===== config.mk =====
export PLATFORM = sky130hd
export DESIGN_NAME = vector_compare
export DESIGN_NICKNAME = d
export VERILOG_FILES = /design/src/rtl/vector_compare.sv
export SDC_FILE = /design/constraint.sdc
export NUM_CORES = 1
export LEC_CHECK = 0
export BUFFER_PORTS_ARGS = -buffer_cell sky130_fd_sc_hd__buf_2
export CAP_MARGIN = 10
export CORE_ASPECT_RATIO = 1.75
export CORE_MARGIN = 3
export CORE_UTILIZATION = 50
export CTS_BUF_LIST = sky130_fd_sc_hd__clkbuf_16
export CTS_CLUSTER_SIZE = 40
export DETAILED_ROUTE_END_ITERATION = 7
export GPL_ROUTABILITY_DRIVEN = 1
export PLACE_DENSITY = 0.79
export SLEW_MARGIN = 25
export SYNTH_ARGS = -nofsm -noshare
export SYNTH_HDL_FRONTEND = slang
export SYNTH_SLANG_ARGS = --single-unit
export TNS_END_PERCENT = 30

===== constraint.sdc =====
create_clock -name clk -period 3.8 [get_ports clk]
set_input_delay 0.76 -clock clk [delete_from_list [all_inputs] [get_ports clk]]
set_output_delay 0.76 -clock clk [all_outputs]
set_load 0.05 [all_outputs]

===== src/rtl/vector_compare.sv =====
// Streaming vector checker: compares count words at x_base against y_base and
// reports mismatch statistics. Optional macro: VECTOR_COMPARE_EARLY_EXIT_EN.
module vector_compare #(
  parameter int DATA_WIDTH = 16,
  parameter int ADDR_WIDTH = 13
) (
  input  logic                  clk,
  input  logic                  rst,
  input  logic [ADDR_WIDTH-1:0] x_base,
  input  logic [ADDR_WIDTH-1:0] y_base,
  input  logic [DATA_WIDTH-1:0] count,
  input  logic                  start,
  output logic [ADDR_WIDTH-1:0] raddr1,
  output logic [ADDR_WIDTH-1:0] raddr2,
  output logic                  ren,
  input  logic [DATA_WIDTH-1:0] rdata1,
  input  logic [DATA_WIDTH-1:0] rdata2,
  output logic                  idle,
  output logic                  done,
  output logic                  pass,
  output logic [DATA_WIDTH-1:0] mismatch_count,
  output logic [DATA_WIDTH-1:0] first_mismatch_idx,
  output logic                  first_mismatch_valid
);

  typedef enum logic [1:0] {IDLE, RUN, FIN} state_t;

  localparam logic [DATA_WIDTH-1:0] D_ONE = DATA_WIDTH'(1);
  localparam logic [ADDR_WIDTH-1:0] A_ONE = ADDR_WIDTH'(1);

  state_t                state_reg, state_next;
  logic [ADDR_WIDTH-1:0] addr1_reg, addr1_next;
  logic [ADDR_WIDTH-1:0] addr2_reg, addr2_next;
  logic [DATA_WIDTH-1:0] remaining_reg, remaining_next;
  logic [DATA_WIDTH-1:0] idx_reg, idx_next;
  logic [DATA_WIDTH-1:0] mismatch_count_reg, mismatch_count_next;
  logic [DATA_WIDTH-1:0] first_idx_reg, first_idx_next;
  logic                  first_valid_reg, first_valid_next;
  logic                  mismatch;

  always_ff @(posedge clk) begin
    if (rst) begin
      state_reg          <= IDLE;
      addr1_reg          <= '0;
      addr2_reg          <= '0;
      remaining_reg      <= '0;
      idx_reg            <= '0;
      mismatch_count_reg <= '0;
      first_idx_reg      <= '0;
      first_valid_reg    <= 1'b0;
    end else begin
      state_reg          <= state_next;
      addr1_reg          <= addr1_next;
      addr2_reg          <= addr2_next;
      remaining_reg      <= remaining_next;
      idx_reg            <= idx_next;
      mismatch_count_reg <= mismatch_count_next;
      first_idx_reg      <= first_idx_next;
      first_valid_reg    <= first_valid_next;
    end
  end

  assign mismatch = (rdata1 != rdata2);

  always_comb begin
    state_next          = state_reg;
    addr1_next          = addr1_reg;
    addr2_next          = addr2_reg;
    remaining_next      = remaining_reg;
    idx_next            = idx_reg;
    mismatch_count_next = mismatch_count_reg;
    first_idx_next      = first_idx_reg;
    first_valid_next    = first_valid_reg;
    case (state_reg)
      IDLE: begin
        if (start) begin
          addr1_next          = x_base;
          addr2_next          = y_base;
          remaining_next      = count;
          idx_next            = '0;
          mismatch_count_next = '0;
          first_valid_next    = 1'b0;
          state_next          = (count != '0) ? RUN : FIN;
        end
      end
      RUN: begin
        if (mismatch) begin
          if (mismatch_count_reg != '1)
            mismatch_count_next = mismatch_count_reg + D_ONE;
          if (!first_valid_reg) begin
            first_idx_next   = idx_reg;
            first_valid_next = 1'b1;
          end
        end
        addr1_next     = addr1_reg + A_ONE;
        addr2_next     = addr2_reg + A_ONE;
        idx_next       = idx_reg + D_ONE;
        remaining_next = remaining_reg - D_ONE;
        if (remaining_reg == D_ONE)
          state_next = FIN;
`ifdef VECTOR_COMPARE_EARLY_EXIT_EN
        // Stop reading as soon as the verdict is known.
        if (mismatch)
          state_next = FIN;
`endif
      end
      FIN:     state_next = IDLE;
      default: state_next = IDLE;
    endcase
  end

  assign raddr1               = addr1_reg;
  assign raddr2               = addr2_reg;
  assign ren                  = (state_reg == RUN);
  assign idle                 = (state_reg == IDLE);
  assign done                 = (state_reg == FIN);
  assign pass                 = (state_reg == FIN) && (mismatch_count_reg == '0);
  assign mismatch_count       = mismatch_count_reg;
  assign first_mismatch_idx   = first_idx_reg;
  assign first_mismatch_valid = first_valid_reg;

endmodule

==> results of run 1 <==
[metrics by stage]
step	setup WS, ps	hold slack (ps)	instance area [µm²]
CTS	1140	471	6150
floorplan	631	441	5110
global route	1060	493	6150
finish	1110	471	6150
detailed placement	1050	459	5880
global placement	1080	461	5880
[path summary, 6_finish.rpt]
check	slack, ps	startpoint	endpoint
max	1110	state_reg[1]$_SDFFE_PP0P_	ren
min	470	first_mismatch_idx[13]$_SDFFE_PP0P_	first_mismatch_idx[13]$_SDFFE_PP0P_
max reg2reg	1320	state_reg[0]$_SDFFE_PP0P_	mismatch_count[2]$_SDFFE_PP0P_
min reg2reg	470	first_mismatch_idx[13]$_SDFFE_PP0P_	first_mismatch_idx[13]$_SDFFE_PP0P_
[routing by layer]
metal / track usage (%) / up-vias / share of wire [%]
met4: 13.1 / 0 / 3.1
met5: 0 / - / 0
li1: - / 2559 / -
met1: 30.9 / 2466 / 39
met2: 45.1 / 207 / 53
met3: 3.43 / 36 / 5.7
[where the power goes]
group          internal [mW]  switching, mW
clock network          0.494          0.364
registers               1.03         0.0672
logic                  0.198          0.377
total                   1.72          0.809
[cell usage in the layout, fill, tap and decap left out, types with 4 or more instances in the layout]
cell	n
a211oi_1	14
a21oi_1	41
a311oi_1	5
a31oi_1	13
a32oi_1	6
and2_1	4
and3_1	12
and4_1	6
buf_2	139
buf_4	9
clkbuf_16	9
dfxtp_1	93
ha_1	7
inv_1	10
mux2i_1	24
nand2_1	36
nand2b_1	34
nand3_1	15
nand4_1	18
nor2_1	69
nor2b_1	7
nor3_1	18
nor3b_1	4
nor4_1	14
o211ai_1	5
o21a_1	7
o21ai_0	27
o22ai_1	8
o31ai_1	4
or3_1	15
or4_1	7
xnor2_1	19
xor2_1	5
[cells by family (layout without fill, tap and decap cells)]
family                   Yosys count  count (layout)  synth area share (%)
buffers and inverters             48             171                  3.75
multiplexers                      24              24                  4.70
XOR/XNOR                          24              24                  4.11
AND/OR/NAND/NOR                  278             278                  30.0
adder cells (fa/ha/maj)            7               7                  1.71
flip-flops                        93              93                  36.4
AO/OA/AOI/OAI                    151             151                  19.3
[critical path, stage by stage (launching register included)]
cell      delay (ps)
dfxtp_1          310
nand2b_4         330
inv_2            250
buf_4            340
buf_2            330
[area by class of cell]
type | count | share of cell area [%]
flip-flops and latches | 93 | 30.3
inverters | 9 | 0.549
well taps | 125 | 2.54
clock buffers | 9 | 3.66
repair buffers | 148 | 12.4
multi-input cells | 484 | 49.8
clock inverters | 5 | 0.752
==> reports/qor.yml, run 1 <==
status: "finished, final reports clean"
max_freq_ghz: 0.372
rsz0062_at_grt: "no"
coreArea_um2: 9910
fin_nets: 829
peakVddDrop_mv: 0.253
start_util_pct: 51.6
instances_no_fill: 873
h-tree-depth: 3
die_h_um: 140
root_buffer: "clkbuf_16"
start_kind: "register"
die_x_um: 82.4
drt-pass1-iter-count: 5
postLayoutCoreUtil_pct: 62.1
fin_total_pwr_mw: 2.53
yosysTopAreaCell: "dfxtp_1"
grt_max_degree: 65
clock_sinks: 93
track_usage_pct: 26.3
synth_edf_count: 0
place_inst: 859
crit_required_ps: 3040
slew_violations: 0
antenna_cells: 0
cap_violations: 0
fin_skew_ps: 6.39
drtIter0Drc: 353
ff2ff_path_depth: 5
routed_wl_mm: 14.7
place_congestion: 0.893
setup-violations-final: 0
cts_max_path_buffers: 2
synthCells: 625
tns_ps: 0
routedWlPerCell_um: 16.9
syn_area_per_cell_um2: 8.17
relSlewSlack_pct: 36.8
yosysMostFrequentCell: "dfxtp_1"
cp_data_arrival_time_ps: 1930
fin_crit_ps: 2690
antenna_found_initial: 0
dp_hpwl_mm: 10.7
synthTopCellsByCount: "dfxtp_1 (93), nor2_1 (69), a21oi_1 (41)"
hold_viol: 0
grt_pass1_wl_mm: 24.3
tightest_slew_ps: 944
hold_depth: 2
post-route-drc-count: 0
yosys-top-cells-area: "dfxtp_1 (36%), nor2_1 (5.1%), mux2i_1 (4.7%)"
syn_area_um2: 5110
post-route-period-util_pct: 70.7
cts_buffers: 9
post-cts-setup-buffers: 0
synth-seq-cells: 93
syn_to_final_growth_pct: 20.5
nFillCells: 917
power_density_nw_per_um2: 411
num_rows: 48
synth_ff_type: "dfxtp_1"
grt_overflow: 0
grt_pass1_vias: 5105
setup.worst_path.class: "reg2out"
io_buffers: 139
multi_input_area_um2: 3070
antenna_left: 0
die_area_um2: 11500
cellLeakagePower_nw: 2.42
tritoncts: "built"
drt-vias-per-instance: 6.03
hold_path.class: "reg2reg"
io_pins: 140
synth_fp_nets: 709
num_vias: 5268
postCtsHoldBufs: 0
layout-drive-gt1-share_pct: 23.5
clkLatencyLatePin_ps: 340
ctsResizeCount: 0
synth_top_area_share_pct: 36.4
ys_seq_area_share_pct: 36.4
clk_pin_slew_ps: 60
netlist-cell-type-count: 60
ys_warn_count: 0
cp-end-kind: "primary output"
regArea_um2: 1860
synthArstFlopShare_pct: 0
crit_fanout: 32
(Power assumes the default switching activity.)
==> inputs of run 2 (changes only) <==
- clock period: 3.8 -> 2.6 ns (I/O delays scaled with it)
==> reports/qor.yml, run 2 (synthesized netlist as in run 1, its figures left out) <==
coreArea_um2: 9910  # unchanged
clkLatencyLatePin_ps: 350  # about the same
grt_pass1_vias: 5320  # +4.2%
instances_no_fill: 882  # +1.0%
antenna_cells: 0  # unchanged
slew_violations: 0  # unchanged
crit_required_ps: 2080  # -960 ps
die_x_um: 82.4  # unchanged
rsz0062_at_grt: "no"
dp_slack_ps: 346  # -705 ps
ctsResizeCount: 0  # unchanged
io_buffers: 139  # unchanged
status: "finished, final reports clean"
root_buffer: "clkbuf_16"
final_cell_mix: "buf_2 (139), dfxtp_1 (93), nor2_1 (69)"
syn_to_final_growth_pct: 23.4
start_kind: "register"
clock_sinks: 93  # unchanged
fin_crit_ps: 2370
final_common_cell: "buf_2"
post-cts-setup-buffers: 0  # unchanged
fin_nets: 836  # +0.84%
postCtsHoldBufs: 0  # unchanged
start_util_pct: 51.6  # unchanged
hold_viol: 0  # unchanged
routed_wl_mm: 14.9  # +1.2%
post-route-period-util_pct: 91.3
cts_buffers: 9  # unchanged
clk_pin_slew_ps: 70  # about the same
grt_pass1_wl_mm: 24.3  # +0.31%
antenna_left: 0  # unchanged
drtIter0Drc: 427  # +21%
setup-violations-final: 0  # unchanged
h-tree-depth: 3  # unchanged
peakVddDrop_mv: 0.450  # +78%
setup.worst_path.class: "reg2out"
place_inst: 866  # +0.81%
tightest_slew_ps: 641  # -304 ps
cellLeakagePower_nw: 2.49  # +3.0%
drt-pass1-iter-count: 5  # unchanged
routedWlPerCell_um: 16.9  # +0.15%
num_vias: 5355  # +1.7%
die_h_um: 140  # unchanged
cp-end-kind: "primary output"
relSlewSlack_pct: 57.1  # +20 points
hold_path.class: "in2reg"
setup_ws_ps: 227  # -887 ps
tns_ps: 0  # unchanged
grt_overflow: 0  # unchanged
nFillCells: 888  # -3.2%
dpl_cell_area_um2: 5960  # +1.3%
die_area_um2: 11500  # unchanged
regArea_um2: 1860  # unchanged
num_rows: 48  # unchanged
cp_data_arrival_time_ps: 1850  # -80 ps
drt-vias-per-instance: 6.07  # +0.61%
grt_max_degree: 76  # +17%
max_freq_ghz: 0.421
crit_fanout: 6  # -81%
track_usage_pct: 26.3  # about the same
cts_max_path_buffers: 2  # unchanged
finish.instance_area_um2: 6300  # +2.4%
cap_violations: 0  # unchanged
dp_hpwl_mm: 10.9  # +1.9%
antenna_found_initial: 0  # unchanged
fin_skew_ps: 8.86  # +2.47 ps
tritoncts: "built"
io_pins: 140  # unchanged
post-route-drc-count: 0  # unchanged
multi_input_area_um2: 3080  # +0.37%
power_density_nw_per_um2: 635  # +54%
place_congestion: 0.881  # -1.4%
layout-drive-gt1-share_pct: 24.8  # +1.3 points
[run 2: cell count changes in the layout (fill, tap and decap cells not counted)]
cell,change
buf_12,+1
buf_4,+6
bufinv_16,+2
clkinv_2,-1
clkinv_4,+1
inv_1,-2
inv_6,+2
nor2b_1,-1
nor2b_2,+1
nor4b_2,-1
nor4b_4,+1
[run 2: per-stage QoR]
step / hold slack [ps] / total power, mW / util (%)
6_report: 393 / 4.00 / 63.6
3_3_place_gp: 459 / 2.46 / 60.1
5_1_grt: 410 / 4.16 / 63.6
4_1_cts: 396 / 4.01 / 63.6
2_1_floorplan: 441 / 2.22 / -
3_5_place_dp: 459 / 2.49 / 60.1
[run 2: layout make-up]
cell class	count	share of cell area (%)
Timing Repair Buffer	155	13.1
Sequential cell	93	29.5
Inverter	9	0.536
Clock inverter	7	1.91
Tap cell	125	2.48
Multi-Input combinational cell	484	48.8
Clock buffer	9	3.57
[run 2: worst max-delay path, stage by stage (launching register included)]
cell and delay [ps]:
dfxtp_1 380, nor4_1 330, nand4_1 220, nor4b_4 290, buf_2 300
[run 2: layer usage]
| layer | part of all wire [%] | GRT usage [%] | vias up | routed length (µm) |
|---|---|---|---|---|
| li1 | - | - | 2565 | - |
| met1 | 37 | 29.6 | 2528 | 5490 |
| met2 | 54 | 46.1 | 216 | 8070 |
| met3 | 5.6 | 3.04 | 46 | 837 |
| met4 | 3.4 | 14.6 | 0 | 505 |
| met5 | 0 | 0 | - | 0 |
[run 2: where the power goes]
part / switching [mW] / internal [mW] / leakage (nW)
Clock: 0.590 / 0.946 / 0.168
Sequential: 0.100 / 1.50 / 0.759
Combinational: 0.559 / 0.305 / 1.57
[run 2: final timing paths]
check / end / slack [ps] / from / cells after the start
worst min register to register: first_mismatch_idx[3]$_SDFFE_PP0P_ / 480 / first_mismatch_idx[3]$_SDFFE_PP0P_ / 2
worst max register to register: remaining_reg[12]$_SDFFE_PP0P_ / 470 / remaining_reg[0]$_SDFFE_PP0P_ / 7
worst max-delay path: pass / 230 / mismatch_count[10]$_SDFFE_PP0P_ / 4
worst min-delay path: raddr2[3]$_SDFFE_PP0P_ / 390 / y_base[3] / 2
